## src/rtl/muldiv_pkg.sv

```systemverilog
// Shared definitions for the HI/LO multiply/divide unit: FSM states,
// decoded R-type funct codes and the iteration count of the serial datapath.
package muldiv_pkg;

  typedef enum logic [1:0] {
    IDLE  = 2'd0,
    CALC  = 2'd1,
    FIXUP = 2'd2
  } state_t;

  localparam logic [5:0] F_MULT  = 6'b011000;
  localparam logic [5:0] F_MULTU = 6'b011001;
  localparam logic [5:0] F_DIV   = 6'b011010;
  localparam logic [5:0] F_DIVU  = 6'b011011;
  localparam logic [5:0] F_MTHI  = 6'b010001;
  localparam logic [5:0] F_MTLO  = 6'b010011;

  localparam int ITERS = 32;

endpackage

```

## src/rtl/muldiv_unit_div_step.sv

```systemverilog
// One restoring-division iteration: shift in the next dividend bit and
// subtract the divisor when the shifted partial remainder is large enough.
module div_step
  import muldiv_pkg::*;
#(
  parameter int WIDTH = 32
) (
  input  logic [WIDTH-1:0] rem,
  input  logic             dbit,
  input  logic [WIDTH-1:0] divisor,
  output logic [WIDTH-1:0] rem_next,
  output logic             qbit
);

  logic [WIDTH:0] shifted;
  logic [WIDTH:0] diff;

  assign shifted = {rem, dbit};
  assign diff    = shifted - {1'b0, divisor};
  // A shifted value at or above 2^WIDTH always exceeds any divisor.
  assign qbit     = shifted[WIDTH] | ~diff[WIDTH];
  assign rem_next = qbit ? diff[WIDTH-1:0] : shifted[WIDTH-1:0];

endmodule

```

## src/rtl/muldiv_unit.sv

```systemverilog
// Iterative multiply/divide unit owning HI/LO, with a stall for the core.
// Optional MULDIV_FAST_MUL_EN: single-cycle multiply, division unchanged.
module muldiv_unit
  import muldiv_pkg::*;
#(
  parameter int WIDTH = 32
) (
  input  logic             clk,
  input  logic             reset,
  input  logic             start,
  input  logic [5:0]       funct,
  input  logic             mf_req,
  input  logic [WIDTH-1:0] a,
  input  logic [WIDTH-1:0] b,
  output logic [WIDTH-1:0] hi,
  output logic [WIDTH-1:0] lo,
  output logic             busy,
  output logic             stall
);

  state_t               state, state_next;
  logic [5:0]           cnt;
  logic [2*WIDTH-1:0]   acc;
  logic [WIDTH-1:0]     opb, a_raw;
  logic                 op_div, a_neg, b_neg, b_zero;
  logic                 is_mul, is_div, is_signed, accept;
  logic [WIDTH-1:0]     amag, bmag, rem_next, res_hi, res_lo;
  logic                 qbit;
  logic [WIDTH:0]       mul_sum;

  function automatic logic [WIDTH-1:0] magnitude(input logic signed [WIDTH-1:0] x,
                                                 input logic sgn);
    return (sgn && x < 0) ? -x : x;
  endfunction

  function automatic logic [WIDTH-1:0] neg_w(input logic [WIDTH-1:0] x, input logic n);
    return n ? -x : x;
  endfunction

  function automatic logic [2*WIDTH-1:0] neg_d(input logic [2*WIDTH-1:0] x, input logic n);
    return n ? -x : x;
  endfunction

  assign is_mul    = (funct == F_MULT) || (funct == F_MULTU);
  assign is_div    = (funct == F_DIV)  || (funct == F_DIVU);
  assign is_signed = (funct == F_MULT) || (funct == F_DIV);
  assign accept    = (state == IDLE) && start && (is_mul || is_div);
  assign amag      = magnitude(a, is_signed);
  assign bmag      = magnitude(b, is_signed);
  assign busy      = (state != IDLE);
  assign stall     = busy & (start | mf_req);

  div_step #(.WIDTH(WIDTH)) u_div_step (
    .rem      (acc[2*WIDTH-1:WIDTH]),
    .dbit     (acc[WIDTH-1]),
    .divisor  (opb),
    .rem_next (rem_next),
    .qbit     (qbit)
  );

  // Shift-add: the multiplier sits in the low half and is consumed LSB first.
  assign mul_sum = {1'b0, acc[2*WIDTH-1:WIDTH]} + (acc[0] ? {1'b0, opb} : '0);

  always_comb begin
    state_next = state;
    case (state)
      IDLE: begin
        if (accept) begin
`ifdef MULDIV_FAST_MUL_EN
          state_next = is_mul ? FIXUP : CALC;
`else
          state_next = CALC;
`endif
        end
      end
      CALC:    if (cnt == 6'(ITERS - 1)) state_next = FIXUP;
      FIXUP:   state_next = IDLE;
      default: state_next = IDLE;
    endcase
  end

  always_comb begin
    res_hi = '0;
    res_lo = '0;
    if (op_div) begin
      if (b_zero) begin
        res_hi = a_raw;
        res_lo = '1;
      end else begin
        res_lo = neg_w(acc[WIDTH-1:0], a_neg ^ b_neg);
        res_hi = neg_w(acc[2*WIDTH-1:WIDTH], a_neg);
      end
    end else begin
      {res_hi, res_lo} = neg_d(acc, a_neg ^ b_neg);
    end
  end

  always_ff @(posedge clk or negedge reset) begin
    if (!reset) begin
      state <= IDLE;
      cnt   <= '0;
      hi    <= '0;
      lo    <= '0;
    end else begin
      state <= state_next;
      cnt   <= (state == CALC) ? cnt + 6'd1 : 6'd0;
      if (state == FIXUP) begin
        hi <= res_hi;
        lo <= res_lo;
      end else if (state == IDLE && start) begin
        if (funct == F_MTHI) hi <= a;
        if (funct == F_MTLO) lo <= a;
      end
    end
  end

  // Operand latch at acceptance, then one iteration per CALC cycle.
  always_ff @(posedge clk) begin
    if (accept) begin
      opb       <= bmag;
      a_raw     <= a;
      op_div    <= is_div;
      a_neg     <= is_signed & a[WIDTH-1];
      b_neg     <= is_signed & b[WIDTH-1];
      b_zero    <= (b == '0);
`ifdef MULDIV_FAST_MUL_EN
      acc <= is_mul ? ({{WIDTH{1'b0}}, amag} * {{WIDTH{1'b0}}, bmag})
                    : {{WIDTH{1'b0}}, amag};
`else
      acc <= {{WIDTH{1'b0}}, amag};
`endif
    end else if (state == CALC) begin
      if (op_div) acc <= {rem_next, acc[WIDTH-2:0], qbit};
      else        acc <= {mul_sum, acc[WIDTH-1:1]};
    end
  end

endmodule

```

## config.mk

```make
export PLATFORM = sky130hd
export DESIGN_NAME = muldiv_unit
export DESIGN_NICKNAME = d
export VERILOG_FILES = /design/src/rtl/muldiv_pkg.sv /design/src/rtl/muldiv_unit_div_step.sv /design/src/rtl/muldiv_unit.sv
export SDC_FILE = /design/constraint.sdc
export NUM_CORES = 1
export LEC_CHECK = 0
export BUFFER_PORTS_ARGS = -buffer_cell sky130_fd_sc_hd__buf_2
export CORE_MARGIN = 1
export CORE_UTILIZATION = 57
export CTS_BUF_LIST = sky130_fd_sc_hd__clkbuf_4
export CTS_CLUSTER_DIAMETER = 80
export DETAILED_ROUTE_END_ITERATION = 8
export GPL_TIMING_DRIVEN = 1
export HOLD_SLACK_MARGIN = 0.12
export PLACE_DENSITY_LB_ADDON = 0.08
export REMOVE_ABC_BUFFERS = 1
export SYNTH_ARGS = -nofsm -noshare
export SYNTH_HDL_FRONTEND = slang
export SYNTH_HIERARCHICAL = 1
export SYNTH_SLANG_ARGS = --single-unit
```

## constraint.sdc

```tcl
create_clock -name clk -period 3.6 [get_ports clk]
set_input_delay 0 -clock clk [delete_from_list [all_inputs] [get_ports clk]]
set_output_delay 0 -clock clk [all_outputs]
set_load 0.05 [all_outputs]
```

### After elaboration in Yosys (flattened, before gate mapping)

Cells that the tools add are included.

| word-level totals | value |
|---|---|
| register bits | 204 |
| input port bits | 74 |
| output and inout port bits | 66 |

| cells by class | value |
|---|---|
| add/sub/neg operators | 8 |
| order comparisons | 2 |
| equality and inequality tests | 11 |
| multiplexer cells | 24 |
| bitwise gates (word level) | 7 |
| reduce and logical (&&, ||, !) cells | 18 |

Operators by type and width:

| kind | number |
|---|---|
| 32-bit two-way mux | 18 |
| 64-bit two-way mux | 2 |
| 32-bit negator | 4 |
| 32-bit by 1-bit less-than comparator with 1-bit output, second input constant | 2 |
| 64-bit negator | 1 |
| 6-bit by 5-bit equality test with 1-bit output, second input constant | 7 |
| 32-bit by 32-bit adder with 33-bit output | 1 |
| 33-bit by 32-bit subtractor with 33-bit output | 1 |
| 32-bit zero test | 1 |
| 2-bit nonzero test | 5 |
| 6-bit by 1-bit adder with 6-bit output, second input constant | 1 |
| 6-bit two-way mux | 1 |
| 2-bit AND reduction | 3 |
| 1-bit logical AND | 4 |
| 1-bit logical OR | 4 |
| 2-bit two-way mux | 2 |
| 2-bit != test, second input constant | 2 |
| 2-bit case mux with 2 select lines | 1 |
| 1-bit bitwise AND | 3 |
| 2-bit by 1-bit equality test with 1-bit output, second input constant | 1 |
| 2-bit equality test, second input constant | 1 |
| 2-bit zero test | 1 |
| 1-bit OR | 2 |
| 1-bit inverter | 1 |
| 1-bit bitwise XOR | 1 |

### Logic depth before layout (Yosys ltp)

Gate-level depths: netlist of run 1.

| logic depth | value |
|---|---|
| depth in word-level cells | 7 |
| mapped depth | 19 |
| depth with buffers taken out | 16 |

### Modules after synthesis

The synthesis of run 1 kept the hierarchy.

By module, submodules not included:

| module | instances | cells each | area an instance (µm²) | sequential area each (µm²) |
|---|---|---|---|---|
| muldiv_unit | 1 | 1579 | 13925.9 | 5445.2 |
| div_step | 1 | 334 | 2110.8 | 0.0 |

### Least setup slack after synthesis of run 1

Ideal clock, no wire load.

| timing | value |
|---|---|
| kind | register -> register |
| from | reg state[1] |
| to | reg acc[23], data pin |
| setup time | 368 ps |
| data arrival time | 3165 ps |
| path slack | 67 ps |
| cell stages (with the launch flop) | 6 |
| path buffers | 1 |
| clock period less this slack | 3533 ps |
| cell sequence | dfrtp_1 -> nor2_1 -> nand4_1 -> inv_1 -> clkbuf_1 -> a21oi_1 |

| between the ends | value |
|---|---|
| cells in the longest elaborated chain, start to end | 4 |

RTL lines:

| element | RTL line | text |
|---|---|---|
| from (decl) | muldiv_unit.sv:21 | `state_t state, state_next;` |
| from (signal assigned) | muldiv_unit.sv:105 | `state <= state_next;` |
| 2-bit zero test | muldiv_unit.sv:47 | `assign accept = (state == IDLE) && start && (is_mul \|\| is_div);` |
| 1-bit logical AND (2 in series) | muldiv_unit.sv:47 |  |
| named net accept | muldiv_unit.sv:26 | `logic is_mul, is_div, is_signed, accept;` |
| 32-bit two-way mux | muldiv_unit.sv:119 | `if (accept) begin` |
| to (signal assigned) | muldiv_unit.sv:130 | `acc <= {{WIDTH{1'b0}}, amag};` |
| to (signal assigned) | muldiv_unit.sv:133 | `if (op_div) acc <= {rem_next, acc[WIDTH-2:0], qbit};` |
| to (signal assigned) | muldiv_unit.sv:134 | `else acc <= {mul_sum, acc[WIDTH-1:1]};` |
| to (decl) | muldiv_unit.sv:23 | `logic [2*WIDTH-1:0] acc;` |

The timed path passes the listed nets, and every way through them passes these cells.
A chain may end at the register's enable or synchronous reset.

### Worst setup path after layout of run 1

| timing | value |
|---|---|
| from | reg acc[31] |
| to | reg acc[58] |

| between the ends | value |
|---|---|
| cells in the longest elaborated chain, start to end | 5 |

RTL lines:

| element | RTL line | text |
|---|---|---|
| 33-bit by 32-bit subtractor with 33-bit output (*) | muldiv_unit_div_step.sv:19 | `assign diff = shifted - {1'b0, divisor};` |
| 1-bit inverter | muldiv_unit_div_step.sv:21 | `assign qbit = shifted[WIDTH] \| ~diff[WIDTH];` |
| 1-bit OR | muldiv_unit_div_step.sv:21 |  |
| 32-bit two-way mux (*) | muldiv_unit_div_step.sv:22 | `assign rem_next = qbit ? diff[WIDTH-1:0] : shifted[WIDTH-1:0];` |
| named net rem_next[26] | muldiv_unit.sv:27 | `logic [WIDTH-1:0] amag, bmag, rem_next, res_hi, res_lo;` |
| 64-bit two-way mux (*) | muldiv_unit.sv:133 |  |

The timed path passes the listed nets; every way through them passes the cells marked *.

==> metrics.yaml, run 1 <==
power:
  p_switching_mw: 4.85
  pwr-share-seq_pct: 27.9
  comb_power_share_pct: 52.0
  power_switching_share_pct: 44.0
  power.internal_mw: 6.18
  clockPowerShare_pct: 20.1
  vdd_drop_max_mv: 0.309
  p_leak_nw: 7.93
  power_density_mw_per_mm2: 561
global_route:
  grt_first_pass_wirelength_um: 83400
  grt_usage_pct: 36.8
  grt_pass1_vias: 15600
  overflow: 0
  grt_max_degree: 127
  antenna_found_initial: 2
synthesis:
  netlist_area_sq_mm: 0.0160
  synthTopCellsByCount: "nand2_1, o21ai_0, a21oi_1"
  synth.avg_cell_area_sq_um: 8.38
  synthCells: 1913
  ys_warn_count: 6
  yosysUniqueCellTypes: 85
  synthFlopType: "edfxtp_1"
  async_reset_ff_share_pct: 35.3
  synth_seq_cells: 204
  yosys.area.top_type: "edfxtp_1"
  synthMostInstantiatedCell: "nand2_1"
  synth_edf_count: 100
  synth_top_area_share_pct: 18.7
  ys_seq_area_share_pct: 34.0
  ys_top_cells_by_area: "edfxtp_1, dfrtp_1, xor2_1"
placed_design:
  portBuffers: 139
  placed_area_sq_mm: 0.0174
  gp_congestion: 0.959
  dp_hpwl_um: 36300
worst_setup_path:
  crit_chain: "inv_1 > ha_1 > fa_1 > nand2b_4 > a21oi_2 > o211ai_2 > o21bai_2 > a21boi_2 > or4_4 > o32ai_4 > xnor2_1 > o21ai_1 > nor2_1 > a311oi_1 > a31oi_1 > o21ai_0"
  end_kind: "flop"
  critPathKind: "reg -> reg"
  cp_max_fo: 3
  slowest_stage: "or4_4"
  arrival_ns: 4.08
  critPathLaunchType: "flop"
  slowest_delay_ns: 0.57
  cp_data_required_time_ns: 4.18
timing:
  finalHoldViolCount: 0
  fmax_mhz: 286
  final.setup_skew_ns: 0.0438
  drv_slew: 0
  setup_viol: 0
  holdWs_ns: 0.147
  worst_slew_pin_slew_ns: 1.16
  period_minus_slack_ns: 3.50
  finalCritPeriodShare_pct: 97.3
  relSlewSlack_pct: 22.1
finish:
  nets: 2359
  finalInstanceArea_sq_mm: 0.0197
  area_growth_pct: 22.5
  layout-drive-gt1-share_pct: 16.1
  utilization_pct: 70.9
die:
  boundaryPins: 140
  fp.dieW_um: 170
  initial_utilization_pct: 57.9
  dieArea_sq_mm: 0.0288
  die_h_um: 170
  core.rowCount: 61
  core-area_sq_mm: 0.0277
routing:
  dr_total_vias: 16300
  drtIter0Drc: 1704
  drc: 0
  routedWlPerCell_um: 20.2
  drtAntennaViolNets: 0
  vias_per_cell: 6.17
  first_pass_iters: 6
  wirelength_um: 53400
clocking:
  cts-root-buf: "clkbuf_4"
  cts.sinks: 204
  h-tree-depth: 2
  cts_buffers: 58
  path_clk_slew_ns: 0.07
  clk_latency_ns: 0.73
  cts_tree: "done"
  cts_buffer_depth: 3
hold_path:
  hold_class: "in -> reg"
flow_run:
  drv_cap: 0
outcome:
  outcome: "finished clean"
sequential cells by signal, indices dropped and copies added (netlist names):
| register | cells |
|---|---|
| state | 2 |
| hi | 32 |
| lo | 32 |
| op_div | 1 |
| opb | 32 |
| b_zero | 1 |
| acc | 64 |
| cnt | 6 |
| b_neg | 1 |
| a_raw | 32 |
| a_neg | 1 |
cell families after synthesis:
group	share of synthesized area, %
DFF	34.0
xor gates and xnor gates	10.3
adders and majority gates	5.63
and+or+nand+nor	18.3
buffers and inverters	4.95
AOI/OAI and AO/OA	24.4
muxes	2.53
final timing paths:
check                                   from                    to  slack [ns]  depth (start not counted)
setup / recovery           acc[31]$_DFFE_PP_  acc[58]$_SDFFE_PP0P_         0.1                         16
hold / removal                         a[10]   a_raw[10]$_DFFE_PP_        0.15                          2
setup reg to reg           acc[31]$_DFFE_PP_  acc[58]$_SDFFE_PP0P_         0.1                         16
hold reg to reg             cnt[5]$_DFF_PN0_  state[1]$_DFFE_PN0P_        0.48                          1
max in group asynchronous              reset    hi[31]$_DFFE_PN0P_        2.83                          4
min in group asynchronous              reset  state[0]$_DFFE_PN0P_        0.39                          4
layout by cell type, fill, tap and decap left out, types with 32 or more instances in the layout:
cell	synthesis	layout
mux2i_1	36	36
buf_4	5	87
dfrtp_1	72	72
nor2_1	117	116
nand3_1	52	52
nand2_1	199	199
o21ai_1	48	48
xnor2_1	89	88
ha_1	69	69
clkbuf_4	0	89
dlygate4sd3_1	0	144
edfxtp_1	100	100
and2_1	42	42
a21oi_1	156	156
dfxtp_1	32	32
inv_1	69	68
xor2_1	99	98
buf_2	8	138
o21ai_0	163	163
repair_timing:
item / 4_1_cts / 5_1_grt
pin swaps: 1 / 3
hold buffers: 145 / 0
resized for setup: 1 / 5
endpoints found under the hold margin: 253 / 0
setup endpoints to repair: 1 / 1
buffers inserted: 0 / 1
layer usage:
metal / up-vias / wire, um / global-route usage [%]
li1: 7645 / - / -
met1: 7717 / 22200 / 48.0
met2: 810 / 25100 / 62.4
met3: 133 / 4120 / 4.22
met4: 0 / 1980 / 14.2
met5: - / 0 / 0
stage by stage:
| stage | power (mW) | setup WS (ns) | instances | setup TNS, ns |
|---|---|---|---|---|
| 6_report | 11.0 | 0.0985 | 2643 | 0 |
| 5_1_grt | 11.7 | -0.0465 | 2643 | -0.0847 |
| 4_1_cts | 10.9 | 0.00626 | 2640 | 0 |
| 3_5_place_dp | 8.52 | -0.00304 | 2386 | -0.00304 |
| 3_3_place_gp | 8.44 | 0.0806 | 2386 | 0 |
| 2_1_floorplan | 6.88 | -1.89 | 1783 | -167.38 |
power groups by stage:
stage               logic [mW]  clock network [mW]  registers [mW]
floorplan                 3.40                   0            3.48
global placement          5.34                   0            3.11
detailed placement        5.41                   0            3.11
CTS                       5.57                2.24            3.07
global route              6.28                2.35            3.11
finish                    5.74                2.22            3.08
critical path: cells and delay by family, from the launching register on:
| kind | cells | cell delay [ns] |
|---|---|---|
| compound gates | 9 | 1.31 |
| simple gates | 3 | 0.83 |
| fa+ha+maj | 2 | 0.64 |
| flops | 1 | 0.35 |
| xor+xnor | 1 | 0.15 |
| buf+inv | 1 | 0.06 |
cell type report:
class | instances | area, sq um
multi-input combinational | 1507 | 9880
fill | 2271 | 8050
sequential | 204 | 5450
timing repair buffer | 371 | 2830
clock buffer | 89 | 668
tap | 378 | 473
inverter | 72 | 273
clock inverter | 20 | 80.1
antenna | 2 | 5.00
Power figures use the tool's default switching activity.
==> run 2, diff against run 1 <==
Settings changed: CELL_PAD_IN_SITES_DETAIL_PLACEMENT set to 1, CELL_PAD_IN_SITES_GLOBAL_PLACEMENT set to 1, CORE_UTILIZATION 57 to 43.
==> metrics.yaml, run 2 (synthesis gave the netlist of run 1 again) <==
outcome:
  outcome: "finished clean"
power:
  vdd_drop_max_mv: 0.319  # +3.1%
  power.total_mw: 11.6  # +5.3%
  power_density_mw_per_mm2: 573  # +2.1%
  p_leak_nw: 8.16  # +2.9%
timing:
  finalHoldViolCount: 0  # unchanged
  setup_viol: 0  # unchanged
  finalCritPeriodShare_pct: 96.1  # -1.2 points
  period_minus_slack_ns: 3.46  # -0.0417 ns
  worst_slew_pin_slew_ns: 1.12  # -0.0428 ns
  relSlewSlack_pct: 24.9  # +2.9 points
  fmax_mhz: 289  # +1.2%
  rsz0062_at_grt: "no"
  final.setup_skew_ns: 0.0554  # +0.0116 ns
  holdWs_ns: 0.206  # +0.0588 ns
  drv_slew: 0  # unchanged
  setup_tns_ns: 0  # unchanged
hold_path:
  hold_class: "in -> reg"
  hold_depth: 5  # +3
  hold_start: "a[21]"
  holdPathEnd: "acc[21]$_DFFE_PP_"
flow_run:
  drv_cap: 0  # unchanged
finish:
  largest_reg_flops: 64  # unchanged
  layout_common_cells: "nand2_1, dlygate4sd3_1, o21ai_0"
  mostFrequentLayoutCell: "nand2_1"
  area_growth_pct: 26.4
  layout-drive-gt1-share_pct: 16.7  # +0.64 points
  nets: 2400  # +1.7%
  top_register: "acc"
worst_setup_path:
  crit_chain: "inv_1 > ha_1 > o21ai_0 > a21oi_1 > o21ai_1 > o31ai_2 > a21o_1 > a311oi_1 > o31ai_1 > mux2i_1 > a22o_1 > o21ai_0 > nor2_1 > a21oi_1 > o21ai_1"
  worstReg2RegEnd: "acc[61]$_SDFFE_PP0P_"
  rr_startpoint: "opb[2]$_DFFE_PP_"
  cp_data_required_time_ns: 4.25  # +0.07 ns
  crit_buf_inv: 1  # unchanged
  reg2reg_slack_ns: 0.14  # +0.04 ns
  slowest_stage: "o31ai_2"
  arrival_ns: 4.11  # +0.03 ns
  cp_max_fo: 4  # +1
  worst_r2r_path_depth: 15  # -1
  critPathLaunchType: "flop"
  end_kind: "flop"
  critPathKind: "reg -> reg"
  slowest_delay_ns: 0.41  # -0.16 ns
  crit_family: "compound AO/OA/AOI/OAI gates"
clocking:
  h-tree-depth: 2  # unchanged
  cts_tree: "done"
  cts.sinks: 204  # unchanged
  clk_latency_ns: 0.84  # +0.11 ns
  cts_buffers: 61  # +5.2%
  cts-root-buf: "clkbuf_4"
  path_clk_slew_ns: 0.07  # about the same
  cts_buffer_depth: 3  # unchanged
global_route:
  overflow: 0  # unchanged
  grt_pass1_vias: 17400  # +11%
  grt_first_pass_wirelength_um: 99000  # +19%
  grt_usage_pct: 33.2  # -3.6 points
  grt_max_degree: 127  # unchanged
  antenna_found_initial: 3  # +1
routing:
  drtIter0Drc: 930  # -45%
  drtAntennaViolNets: 0  # unchanged
  dr_total_vias: 16500  # +0.99%
  drc: 0  # unchanged
  routedWlPerCell_um: 22.6  # +12%
  first_pass_iters: 5  # -1
  wirelength_um: 62900  # +18%
  vias_per_cell: 5.92  # -4.0%
die:
  initial_utilization_pct: 43.8  # -14 points
  core-area_sq_mm: 0.0366  # +32%
  dieArea_sq_mm: 0.0381  # +32%
  core.rowCount: 70  # +15%
  die_h_um: 195  # +15%
  fp.dieW_um: 195  # +15%
  boundaryPins: 140  # unchanged
placed_design:
  portBuffers: 139  # unchanged
  gp_congestion: 0.886  # -7.6%
  dp_hpwl_um: 42400  # +17%
run 2: cell count changes in the layout (fill, tap and decap cells not counted), sizes merged, moves of 2 or more:
cell,before,now
dlygate4sd3,144,174
buf,227,234
diode,2,4
clkbuf,89,98
run 2: how the worst max path moves through the flow:
stage                              start              endpoint  slack [ns]  cells past startpoint
floorplan           state[1]$_DFFE_PN0P_      acc[0]$_DFFE_PP_       -1.89                      5
global placement       acc[31]$_DFFE_PP_  acc[58]$_SDFFE_PP0P_        0.09                     16
detailed placement     acc[31]$_DFFE_PP_  acc[58]$_SDFFE_PP0P_       -0.05                     16
CTS                    acc[31]$_DFFE_PP_  acc[58]$_SDFFE_PP0P_        0.01                     16
global route            opb[5]$_DFFE_PP_  acc[62]$_SDFFE_PP0P_        0.02                     15
finish                  opb[2]$_DFFE_PP_  acc[61]$_SDFFE_PP0P_        0.14                     15
run 2: layout make-up:
cell class,count,area [sq um]
tap,468,586
multi-input combinational,1507,9900
clock buffer,97,728
inverter,72,273
clock inverter,19,105
fill,4363,16300
antenna,4,10.0
timing repair buffer,409,3230
sequential,204,5450
run 2: repair_timing:
action / 4_1_cts / 5_1_grt
hold endpoints to repair: 337 / 0
setup endpoints to repair: 1 / 8
pin swaps: 1 / 10
gates resized for setup: 2 / 8
buffers inserted: 0 / 3
hold buffers: 175 / 0
cloned: 0 / 0
run 2: stage by stage:
| step | std cells | setup WS [ns] | util (%) | instance area, sq um |
|---|---|---|---|---|
| finish | 2780 | 0.140 | 55.4 | 20300 |
| global route | 2780 | 0.0160 | 55.4 | 20300 |
| CTS | 2773 | 0.00980 | 55.2 | 20200 |
| detailed placement | 2482 | -0.0470 | 48.0 | 17600 |
| global placement | 2482 | 0.0916 | 48.0 | 17600 |
| floorplan | 1783 | -1.89 | - | 15500 |
run 2: routing by layer:
| metal | global-route usage [%] | wire (um) |
|---|---|---|
| met1 | 41.6 | 27100 |
| met5 | 0 | 0 |
| met3 | 5.54 | 3360 |
| met2 | 56.5 | 30100 |
| met4 | 13.7 | 2280 |
run 2: worst min-delay path: cells and delay by family:
| family | cells | cell delay [ns] |
|---|---|---|
| and+or+nand+nor | 1 | 0.06 |
| AOI/OAI and AO/OA | 1 | 0.07 |
| buffers and inverters | 2 | 0.66 |
| xor gates and xnor gates | 1 | 0.07 |
run 2: where the power goes:
group / total (mW) / switching (mW) / leakage (nW) / internal [mW]
clock: 2.48 / 1.19 / 0.494 / 1.29
sequential: 3.04 / 0.268 / 1.99 / 2.78
combinational: 6.09 / 3.70 / 5.67 / 2.39
total: 11.6 / 5.16 / 8.16 / 6.45
